[src/rtl/icache_pkg.sv]
`default_nettype none
// ============================================================================
// Module      : icache_pkg
// Description : Shared types, default geometry and helpers for the
//               set-associative instruction cache (instr_cache_sa).
// Revision    : 1.0 - initial release
// ============================================================================
package icache_pkg;

  // Controller states: serving hits, or waiting on a line refill
  typedef enum logic [0:0] {
    IDLE     = 1'b0,
    MEM_READ = 1'b1
  } state_t;

  // Default geometry
  localparam int C_ADDR_W     = 10;
  localparam int C_WORD_W     = 32;
  localparam int C_LINE_WORDS = 4;
  localparam int C_SETS       = 8;
  localparam int C_WAYS       = 2;

  // Ceiling log2 for elaboration-time width derivation; clog2(1) = 0
  function automatic int clog2(input int value);
    int r;
    int v;
    r = 0;
    v = value - 1;
    while (v > 0) begin
      r++;
      v = v >> 1;
    end
    return r;
  endfunction

endpackage
`default_nettype wire

[src/rtl/icache_set_ctrl.sv]
`default_nettype none
// ============================================================================
// Module      : icache_set_ctrl
// Description : Tag compare across the ways of one (indexed) set, hit-way
//               encode and victim selection (lowest invalid way, else the
//               set's round-robin pointer). Purely combinational.
// Revision    : 1.0 - initial release
// ============================================================================
module icache_set_ctrl
  import icache_pkg::*;
#(
  parameter int TAG_W = 3,
  parameter int WAYS  = C_WAYS,
  parameter int WAY_W = 1
) (
  input  logic [WAYS-1:0]       i_set_valid,
  input  logic [WAYS*TAG_W-1:0] i_set_tags,
  input  logic [TAG_W-1:0]      i_req_tag,
  input  logic [WAY_W-1:0]      i_victim_ptr,
  output logic                  o_hit,
  output logic [WAY_W-1:0]      o_hit_way,
  output logic [WAY_W-1:0]      o_victim_way
);

  logic [WAYS-1:0] w_match;

  // One comparator per way
  generate
    for (genvar g = 0; g < WAYS; g++) begin : g_match
      assign w_match[g] = i_set_valid[g] && (i_set_tags[g*TAG_W +: TAG_W] == i_req_tag);
    end
  endgenerate

  // Encode the (at most one) matching way
  always_comb begin
    o_hit     = |w_match;
    o_hit_way = '0;
    for (int i = 0; i < WAYS; i++) begin
      if (w_match[i]) o_hit_way = WAY_W'(i);
    end
  end

  // Prefer an empty way (descending scan so the lowest index wins)
  always_comb begin
    o_victim_way = i_victim_ptr;
    for (int i = WAYS - 1; i >= 0; i--) begin
      if (!i_set_valid[i]) o_victim_way = WAY_W'(i);
    end
  end

endmodule
`default_nettype wire

[src/rtl/instr_cache_sa.sv]
`default_nettype none
// ============================================================================
// Module      : instr_cache_sa
// Description : N-way set-associative read-only instruction cache. Hits
//               return combinationally; misses stall via busywait while a
//               whole line is fetched. Round-robin replacement, flush.
//               Optional macro INSTR_CACHE_PERF_EN adds hit/miss counters.
// Revision    : 1.0 - initial release
// ============================================================================
module instr_cache_sa
  import icache_pkg::*;
#(
  parameter int ADDR_W     = C_ADDR_W,
  parameter int WORD_W     = C_WORD_W,
  parameter int LINE_WORDS = C_LINE_WORDS,   // at least 2
  parameter int SETS       = C_SETS,         // at least 2
  parameter int WAYS       = C_WAYS
) (
  input  logic                                          clk,
  input  logic                                          reset,
  input  logic [ADDR_W-1:0]                             address,
  input  logic                                          flush,
  output logic [WORD_W-1:0]                             readdata,
  output logic                                          busywait,
  output logic                                          mem_read,
  output logic [ADDR_W-clog2(LINE_WORDS*WORD_W/8)-1:0]  mem_address,
  input  logic [WORD_W*LINE_WORDS-1:0]                  mem_readdata,
  input  logic                                          mem_busywait
`ifdef INSTR_CACHE_PERF_EN
  ,
  output logic [31:0]                                   hit_count,
  output logic [31:0]                                   miss_count
`endif
);

  localparam int C_BYTE_W = clog2(WORD_W / 8);
  localparam int C_OFF_W  = clog2(LINE_WORDS * WORD_W / 8);
  localparam int C_WSEL_W = C_OFF_W - C_BYTE_W;
  localparam int C_IDX_W  = clog2(SETS);
  localparam int C_TAG_W  = ADDR_W - C_OFF_W - C_IDX_W;
  localparam int C_WAY_W  = (WAYS > 1) ? clog2(WAYS) : 1;

  // Storage: valid bits and pointers are reset, tags and data are not
  logic [LINE_WORDS-1:0][WORD_W-1:0] r_data  [SETS][WAYS];
  logic [C_TAG_W-1:0]                r_tag   [SETS][WAYS];
  logic [WAYS-1:0]                   r_valid [SETS];
  logic [C_WAY_W-1:0]                r_ptr   [SETS];
  logic                              r_flush_pend;
  state_t                            r_state, w_state_next;

  logic [C_TAG_W-1:0]                w_tag;
  logic [C_IDX_W-1:0]                w_idx;
  logic [C_WSEL_W-1:0]               w_wsel;
  logic [WAYS*C_TAG_W-1:0]           w_set_tags;
  logic                              w_hit;
  logic [C_WAY_W-1:0]                w_hit_way;
  logic [C_WAY_W-1:0]                w_victim;
  logic [C_WAY_W-1:0]                w_ptr_next;
  logic [LINE_WORDS-1:0][WORD_W-1:0] w_line;
  logic                              w_fill_edge;
  logic                              w_install;
  logic                              w_clear_all;
  logic                              w_unused_byte_bits;

  assign w_tag  = address[ADDR_W-1 -: C_TAG_W];
  assign w_idx  = address[C_OFF_W +: C_IDX_W];
  assign w_wsel = address[C_BYTE_W +: C_WSEL_W];
  assign w_unused_byte_bits = ^address[C_BYTE_W-1:0];

  generate
    for (genvar g = 0; g < WAYS; g++) begin : g_pack_tags
      assign w_set_tags[g*C_TAG_W +: C_TAG_W] = r_tag[w_idx][g];
    end
  endgenerate

  icache_set_ctrl #(
    .TAG_W (C_TAG_W),
    .WAYS  (WAYS),
    .WAY_W (C_WAY_W)
  ) u_set_ctrl (
    .i_set_valid  (r_valid[w_idx]),
    .i_set_tags   (w_set_tags),
    .i_req_tag    (w_tag),
    .i_victim_ptr (r_ptr[w_idx]),
    .o_hit        (w_hit),
    .o_hit_way    (w_hit_way),
    .o_victim_way (w_victim)
  );

  assign w_line   = r_data[w_idx][w_hit_way];
  assign readdata = w_line[w_wsel];

  // A power-of-two pointer wraps by itself; a single way pins it at zero
  assign w_ptr_next = (WAYS == 1) ? '0 : r_ptr[w_idx] + 1'b1;

  // Fill edge: memory data valid this cycle. A flush seen at any point
  // during the refill (pending or on this very edge) discards the line.
  assign w_fill_edge = (r_state == MEM_READ) && !mem_busywait;
  assign w_install   = w_fill_edge && !r_flush_pend && !flush;
  assign w_clear_all = ((r_state == IDLE) && flush) ||
                       (w_fill_edge && (r_flush_pend || flush));

  // Next-state and handshake outputs; a flush in IDLE holds the FSM there
  always_comb begin
    w_state_next = r_state;
    busywait     = 1'b0;
    mem_read     = 1'b0;
    mem_address  = '0;
    case (r_state)
      IDLE: begin
        busywait = !w_hit || flush;
        if (!flush && !w_hit) w_state_next = MEM_READ;
      end
      MEM_READ: begin
        busywait    = 1'b1;
        mem_read    = 1'b1;
        mem_address = address[ADDR_W-1:C_OFF_W];
        if (!mem_busywait) w_state_next = IDLE;
      end
      default: w_state_next = IDLE;
    endcase
  end

  // State, valid bits, victim pointers and the pending-flush latch
  always_ff @(posedge clk or negedge reset) begin
    if (!reset) begin
      r_state      <= IDLE;
      r_flush_pend <= 1'b0;
      for (int s = 0; s < SETS; s++) begin
        r_valid[s] <= '0;
        r_ptr[s]   <= '0;
      end
    end else begin
      r_state <= w_state_next;
      if (w_clear_all) begin
        r_flush_pend <= 1'b0;
        for (int s = 0; s < SETS; s++) begin
          r_valid[s] <= '0;
          r_ptr[s]   <= '0;
        end
      end else begin
        if ((r_state == MEM_READ) && flush) r_flush_pend <= 1'b1;
        if (w_install) begin
          r_valid[w_idx][w_victim] <= 1'b1;
          r_ptr[w_idx]             <= w_ptr_next;
        end
      end
    end
  end

  // Line and tag write on an accepted fill
  always_ff @(posedge clk) begin
    if (w_install) begin
      r_data[w_idx][w_victim] <= mem_readdata;
      r_tag[w_idx][w_victim]  <= w_tag;
    end
  end

`ifdef INSTR_CACHE_PERF_EN
  logic [31:0]       r_hit_count;
  logic [31:0]       r_miss_count;
  logic [ADDR_W-1:0] r_last_addr;
  logic              r_last_vld;
  logic              w_count_hit;
  logic              w_count_miss;

  // Re-reading the same address while idle is not a new fetch
  assign w_count_hit  = (r_state == IDLE) && w_hit && !flush &&
                        (!r_last_vld || (address != r_last_addr));
  assign w_count_miss = (r_state == IDLE) && (w_state_next == MEM_READ);

  // Saturating hit/miss counters, cleared by reset and flush
  always_ff @(posedge clk or negedge reset) begin
    if (!reset) begin
      r_hit_count  <= '0;
      r_miss_count <= '0;
      r_last_addr  <= '0;
      r_last_vld   <= 1'b0;
    end else if (flush) begin
      r_hit_count  <= '0;
      r_miss_count <= '0;
      r_last_vld   <= 1'b0;
    end else begin
      if (w_count_hit) begin
        if (r_hit_count != '1) r_hit_count <= r_hit_count + 1'b1;
        r_last_addr <= address;
        r_last_vld  <= 1'b1;
      end
      if (w_count_miss && (r_miss_count != '1)) r_miss_count <= r_miss_count + 1'b1;
    end
  end

  assign hit_count  = r_hit_count;
  assign miss_count = r_miss_count;
`endif

`ifndef SYNTHESIS
  // The CPU must hold the fetch address while it is stalled
  a_addr_stable_while_busy: assert property (
    @(posedge clk) disable iff (!reset) busywait |=> $stable(address)
  );
`endif

endmodule
`default_nettype wire

[config.mk]
export PLATFORM = sky130hd
export DESIGN_NAME = instr_cache_sa
export DESIGN_NICKNAME = d
export VERILOG_FILES = /design/src/rtl/icache_pkg.sv /design/src/rtl/icache_set_ctrl.sv /design/src/rtl/instr_cache_sa.sv
export SDC_FILE = /design/constraint.sdc
export NUM_CORES = 2
export LEC_CHECK = 0
export CELL_PAD_IN_SITES_DETAIL_PLACEMENT = 1
export CELL_PAD_IN_SITES_GLOBAL_PLACEMENT = 2
export CORE_UTILIZATION = 48
export DETAILED_ROUTE_END_ITERATION = 10
export PLACE_DENSITY_LB_ADDON = 0.1
export RECOVER_POWER = 25
export SLEW_MARGIN = 20
export SYNTH_ARGS = -nofsm -noshare
export SYNTH_HDL_FRONTEND = slang
export SYNTH_SLANG_ARGS = --single-unit
[constraint.sdc]
create_clock -name clk -period 12.8 [get_ports clk]
set_clock_uncertainty 0.15 [all_clocks]
set_input_delay 2.56 -clock clk [delete_from_list [all_inputs] [get_ports clk]]
set_output_delay 2.56 -clock clk [all_outputs]
set_load 0.05 [all_outputs]
Word level (Yosys, flattened, before mapping)
Memory sizes are Yosys's and may differ from the RTL's. Cells that the tools add are included.

Bitwise gates (word level): 5. Multiplexer cells: 40. Add/subtract/negate cells: 1. Reductions and logical operators: 22. Equality and inequality tests: 2. Order comparisons: 8.

Operators with widths (count): $mux 128 (4); $mux 256 (1); $demux 128 s1 (1); $bmux 32 s2 (1); $mux 16 (2); $mux 32 (1); $mux 8 (2); $or 16x16->16 (1); $mux 1 (13); $logic_and 1x1->1 (12); $mux 6 (2); $bwmux 8 (1); $bmux 2 s3 (1); $demux 2 s3 (1); $eq 3x3->1 (2); $mux 2 (3); $ge 2x2->1 const B (2); $ge 4x4->1 const B (1); $logic_not 1->1 (4); $lt 4x1->1 const B (1); $not 1->2 (2); $not 3->4 (1); $pmux 1 s2 (2); $reduce_bool 2->1 (2); 13 further kinds (15).

Memories: 2. Word-level logic and storage cells: 98. Register bits after elaboration: 26. Output and inout bits: 40. Bits in writable memories: 2096. Input bits: 142.

Memories: r_data (words 8, width 256, read ports 1, clocked after memory_dff 0, wr ports 1, RTL line instr_cache_sa.sv:44) `logic [LINE_WORDS-1:0][WORD_W-1:0] r_data [SETS][WAYS];`; r_tag (words 8, width 6, read ports 1, clocked after memory_dff 0, wr ports 1, RTL line instr_cache_sa.sv:45) `logic [C_TAG_W-1:0] r_tag [SETS][WAYS];`.

Depth between registers and ports, before layout
Word-level depth: 15. Gate-level depth with buffers: 13. Depth with buffers taken out: 7.

Hierarchy
Synthesis repeated with hierarchy kept, for this count alone.

Cell total of the unflattened synthesis: 4684. Area, all modules: 82440.3 sq um.

By module, submodules not included: instr_cache_sa (instances 1, seq. area each 63591.0 sq um, cells an instance 4672, area an instance 82354.0 sq um); icache_set_ctrl (instances 1, seq. area each 0.0 sq um, cells an instance 12, area an instance 86.3 sq um).

Least setup slack after synthesis
OpenSTA, ideal clock, no wires.

Path type: input -> register. Start: in address[6]. End: mem r_data[2][0] (netlist name) (enable). Buffers on the path: 2. Cell stages on the path: 8. Arrival: 12701 ps. Library setup time: 783 ps. Data required time: 11867 ps. Slack: -834 ps. Cell sequence: buf_2 > nor2_2 > a221oi_1 > o22a_1 > buf_2 > a21o_2 > nand2b_4 > nor3_1.

Cells in the longest elaborated chain, start to end: 12. Elaborated cells on any way between the ends: 16. Classes of those cells: 2 x order compare; 11 x mux; 2 x bitwise; 1 x reduce/logical.

Ends and longest elaborated chain: start, declared (RTL line instr_cache_sa.sv:21) `input logic [ADDR_W-1:0] address,`; $not 3->4 (not written as such) (RTL line instr_cache_sa.sv:81, instr_cache_sa.sv:84); $bmux 1 s3 or $bmux 2 s3 (tied branches) (RTL line instr_cache_sa.sv:84, instr_cache_sa.sv:81); $mux 1 (not written as such) or $mux 2 (tied branches) (2 in a row) (RTL line instr_cache_sa.sv:84, instr_cache_sa.sv:81); $mux 1 (2 in a row) (RTL line icache_set_ctrl.sv:47) `if (!i_set_valid[i]) o_victim_way = WAY_W'(i);`; $not 1->2 (not written as such) (RTL line instr_cache_sa.sv:154) `r_data[w_idx][w_victim] <= mem_readdata;`; $ge 2x2->1 (not written as such) or $lt 2x1->1 (tied branches) (RTL line instr_cache_sa.sv:154); $logic_and 1x1->1 (not written as such) (RTL line instr_cache_sa.sv:154); $mux 128 (not written as such) (RTL line instr_cache_sa.sv:154); $demux 128 s1 (RTL line instr_cache_sa.sv:154); $mux 256 (not written as such) (RTL line instr_cache_sa.sv:154); end, declared (RTL line instr_cache_sa.sv:44).

Several ways; a longest one is shown, not always the timed one. The select of a mux whose other input is x is not followed.

Final worst setup path
Start: in address[6]. End: out readdata[8].

Cells in the longest elaborated chain, start to end: 12. Elaborated cells on any way between the ends: 15. Classes of those cells: 1 x eq/ne; 9 x mux; 2 x bitwise; 1 x reduce/logical; 2 x memory.

Ends and longest elaborated chain: $not 3->4 (not written as such) (RTL line instr_cache_sa.sv:81) `.i_set_valid (r_valid[w_idx]),`; $bmux 2 s3 (RTL line instr_cache_sa.sv:81); $mux 2 (not written as such) (2 in a row) (RTL line instr_cache_sa.sv:81); $logic_and 1x1->1 (RTL line icache_set_ctrl.sv:30) `assign w_match[g] = i_set_valid[g] && (i_set_tags[g*TAG_W +: TAG_W] == i_req_tag);`; $mux 1 (RTL line icache_set_ctrl.sv:39) `if (w_match[i]) o_hit_way = WAY_W'(i);`; $not 1->2 (not written as such) (RTL line instr_cache_sa.sv:90) `assign w_line = r_data[w_idx][w_hit_way];`; $mux 128 (not written as such) (*) (3 in a row) (RTL line instr_cache_sa.sv:90); $bmux 32 s2 (*) (RTL line instr_cache_sa.sv:91) `assign readdata = w_line[w_wsel];`; $mux 32 (not written as such) (*) (RTL line instr_cache_sa.sv:91); end, declared (RTL line instr_cache_sa.sv:23) `output logic [WORD_W-1:0] readdata,`.

Every way passes the cells marked *; elsewhere a longest branch is shown, timed or not. The select of a mux whose other input is x is not followed.

==> impl_metrics.ini <==
[timing]
tightest_slew_ns = 1.61
timing.final.crit_share_pct = 78.3
relSlewSlack_pct = -7.59
period_needed_ns = 10.03
slew_viol_final = 27
rsz0062_at_grt = no
hold_violations = 0
clock.fmax_mhz = 99.7
worst_slack_ns = 2.77
tns_ns = 0
setup_viol_count_final = 0

[clocking]
post_cts.repair.setup_buffers = 0
cts_tree = done
clkSlewWorstSetupHoldPaths_ns = 0.06
hold_buffers = 0
numCtsBuffers = 215
cts-root-buf = clkbuf_16
clk_latency_ns = 0.84
htreeDepth = 4
clockBufferDepth = 3
cts_sinks = 2122
cts_resized = 0

[floorplan]
ios = 182
initial_core_util_pct = 48.5
core-area_um2 = 170000
die_y_um = 416
dieArea_um2 = 173000
fp-row-count = 151
chipWidth_um = 416

[yosys]
synthMuxAreaShare_pct = 8.67
synth.area.top_cells = edfxtp_1 (77%), mux4_2 (4.1%), mux2i_1 (2.7%)
synth_compound_area_share_pct = 9.09
synth_cell_types = 85
async_flop_share_pct = 1.23
synth-xor-area-share_pct = 0.0639
synth_edf_count = 2096
synth_ff_type = edfxtp_1
yosysTopAreaCellShare_pct = 76.5
syn_nets = 4605
yosysTopAreaCell = edfxtp_1
syn_area_um2 = 82200
seq_area_frac_synth_pct = 77.3
ys_ff_latch = 2122
yosysWarnings = 0
synthSimpleGateAreaFrac_pct = 2.49
syn_area_per_cell_um2 = 18.4
netlist_instances = 4463
synthAdderAreaFrac_pct = 0
synth_top_family_by_area = compound AO/OA/AOI/OAI gates

[power_and_ir_drop]
p_sw_share_pct = 22.3
p_clk_share_pct = 41.6
comb_power_share_pct = 6.2
switchingPower_mw = 3.28
ir_worst_vdd_v = 0.000117
seqPwrFrac_pct = 52.3
powerDensity_nw_per_um2 = 158
p_int_mw = 11.4
leakagePower_nw = 29.5

[route]
post_drt_wl_per_cell_um = 37.0
wirelength_um = 262000
drtPass1Iterations = 5
drt_iter0_markers = 4881
avgViaCountPerCell = 6.58
vias = 46582
drc_errors = 0
ant_nets = 0

[global_route]
grt_max_degree = 108
grt_pass1_wl_um = 369000
antenna_found_initial = 45
grt_pass1_vias = 48035
grt_overflow = 0
track_usage_pct = 30.2

[setup_path]
cp_max_fo = 58
worst_path_largest_cell_delay_ns = 0.94
cp_cell_sequence = buf_8, and2b_4, a22oi_1, o221ai_1, and4_4, buf_4, nand4_1, o311ai_1, clkdlybuf4s50_1
rrSetupSlack_ns = 8.31
crit_path_end_kind = output pin
cp.required_ns = 10.09
worstSetupPathType = in -> out
r2r_start = r_ptr[0]
crit_buf_inv = 3
r2r_end = r_tag[3][4]
ff2ff_path_depth = 7
cpLargestDelayFamily = buffers and inverters
crit_path_top_delay_cell = and4_4
worstSetupStartpointType = primary input
crit_arrival_ns = 7.32

[worst_hold_path]
hold_end = r_valid[7]
hold_class = reg -> reg
hold_depth = 1
min-delay-start = r_valid[7]

[run_status]
violations = max-capacitance violations, max-slew violations
status = finished, violations left

[placed_design]
placed_cells = 6666
dp_hpwl_um = 130000
numPortBuffers = 179
gp_congestion = 0.751
place_ws_ns = 2.75

[layout]
fin_util_pct = 54.9
drive_above_1_share_pct = 15.9
syn_to_final_growth_pct = 13.2
instances_no_fill = 7077
nets = 4807

[flow_run]
max-cap-violations = 1
cell type report:
type	instances	area [um2]
Fill cell	15005	76600
Sequential cell	2122	63600
Multi-Input combinational cell	2019	16900
Clock buffer	259	5670
Timing Repair Buffer	300	2950
Tap cell	2218	2780
Clock inverter	137	1090
Inverter	7	41.3
Antenna cell	15	37.5
logic make-up (layout without fill, tap and decap cells):
group	Yosys count	after routing
buf+inv	322	703
mux	505	505
simple gates	472	472
flops	2122	2122
xor+xnor	6	6
other cells	0	15
compound gates	1036	1036
cell usage in the layout, fill, tap and decap left out, drive strengths merged, types with 34 or more instances in the layout:
| cell type | instances |
|---|---|
| a22oi | 127 |
| edfxtp | 2096 |
| o21ai | 166 |
| a21oi | 197 |
| mux2i | 218 |
| clkbuf | 261 |
| o221ai | 48 |
| clkdlybuf4s50 | 98 |
| dlygate4sd3 | 76 |
| a221o | 40 |
| buf | 124 |
| a22o | 36 |
| nor2 | 153 |
| mux4 | 152 |
| clkinv | 109 |
| nand2 | 209 |
| a221oi | 209 |
| nand3 | 34 |
| mux2 | 135 |
power by group through the flow:
stage	combinational (mW)	sequential, mW	clock [mW]
final	0.907	7.68	6.11
after CTS	0.911	7.68	6.19
after floorplan	0.482	7.83	0
after global placement	0.893	7.83	0
after detailed placement	0.907	7.83	0
after global routing	0.950	7.68	6.41
synth_stat cells (5+ instances only):
cell	count
a2111oi_0	5
a211o_1	5
a211oi_1	11
a21oi_1	196
a221o_1	40
a221oi_1	207
a22o_1	36
a22oi_1	127
a311oi_1	20
a31oi_1	31
a32oi_1	5
and2_1	5
and3_1	13
buf_1	12
buf_2	110
buf_4	76
buf_6	31
clkbuf_1	81
dfrtp_1	26
edfxtp_1	2096
inv_1	5
mux2_2	135
mux2i_1	218
mux4_2	150
nand2_1	207
nand3_1	34
nor2_1	148
nor2b_1	5
nor3_1	21
o211ai_1	22
o21a_1	11
o21ai_0	163
o221a_2	12
o221ai_1	48
o22a_1	9
o22ai_1	32
o311ai_0	7
stage by stage:
step / cell area (um2) / power (mW) / hold WS, ns
after floorplan: 82200 / 8.32 / 0.299
after global placement: 86300 / 8.72 / 0.310
after detailed placement: 86300 / 8.73 / 0.320
after CTS: 93000 / 14.8 / 0.332
after global routing: 93100 / 15.0 / 0.347
final: 93100 / 14.7 / 0.330
sequential cells by signal, summed over array words and instances (netlist names):
register and cells:
r_ptr 8, r_data 2048, r_valid 16, r_state 1, r_flush_pend 1, r_tag 48
how the worst max path moves through the flow:
| stage | start | endpoint | slack (ns) | cells after the start |
|---|---|---|---|---|
| final | address[6] | readdata[8] | 2.77 | 9 |
| after global routing | address[4] | readdata[8] | 2.62 | 11 |
| after CTS | address[4] | readdata[8] | 2.74 | 11 |
| after detailed placement | address[4] | readdata[8] | 2.75 | 11 |
| after global placement | address[6] | readdata[8] | 2.75 | 9 |
| after floorplan | address[6] | r_data[3][128] | 2.37 | 7 |
layer usage:
| layer | global-route usage [%] | vias to the layer above | routed length [um] |
|---|---|---|---|
| met2 | 49.3 | 1838 | 126000 |
| li1 | - | 18895 | - |
| met3 | 4.16 | 377 | 17500 |
| met5 | 0 | - | 141 |
| met1 | 43.0 | 25450 | 112000 |
| met4 | 7.59 | 22 | 5930 |
(Power assumes the default switching activity.)
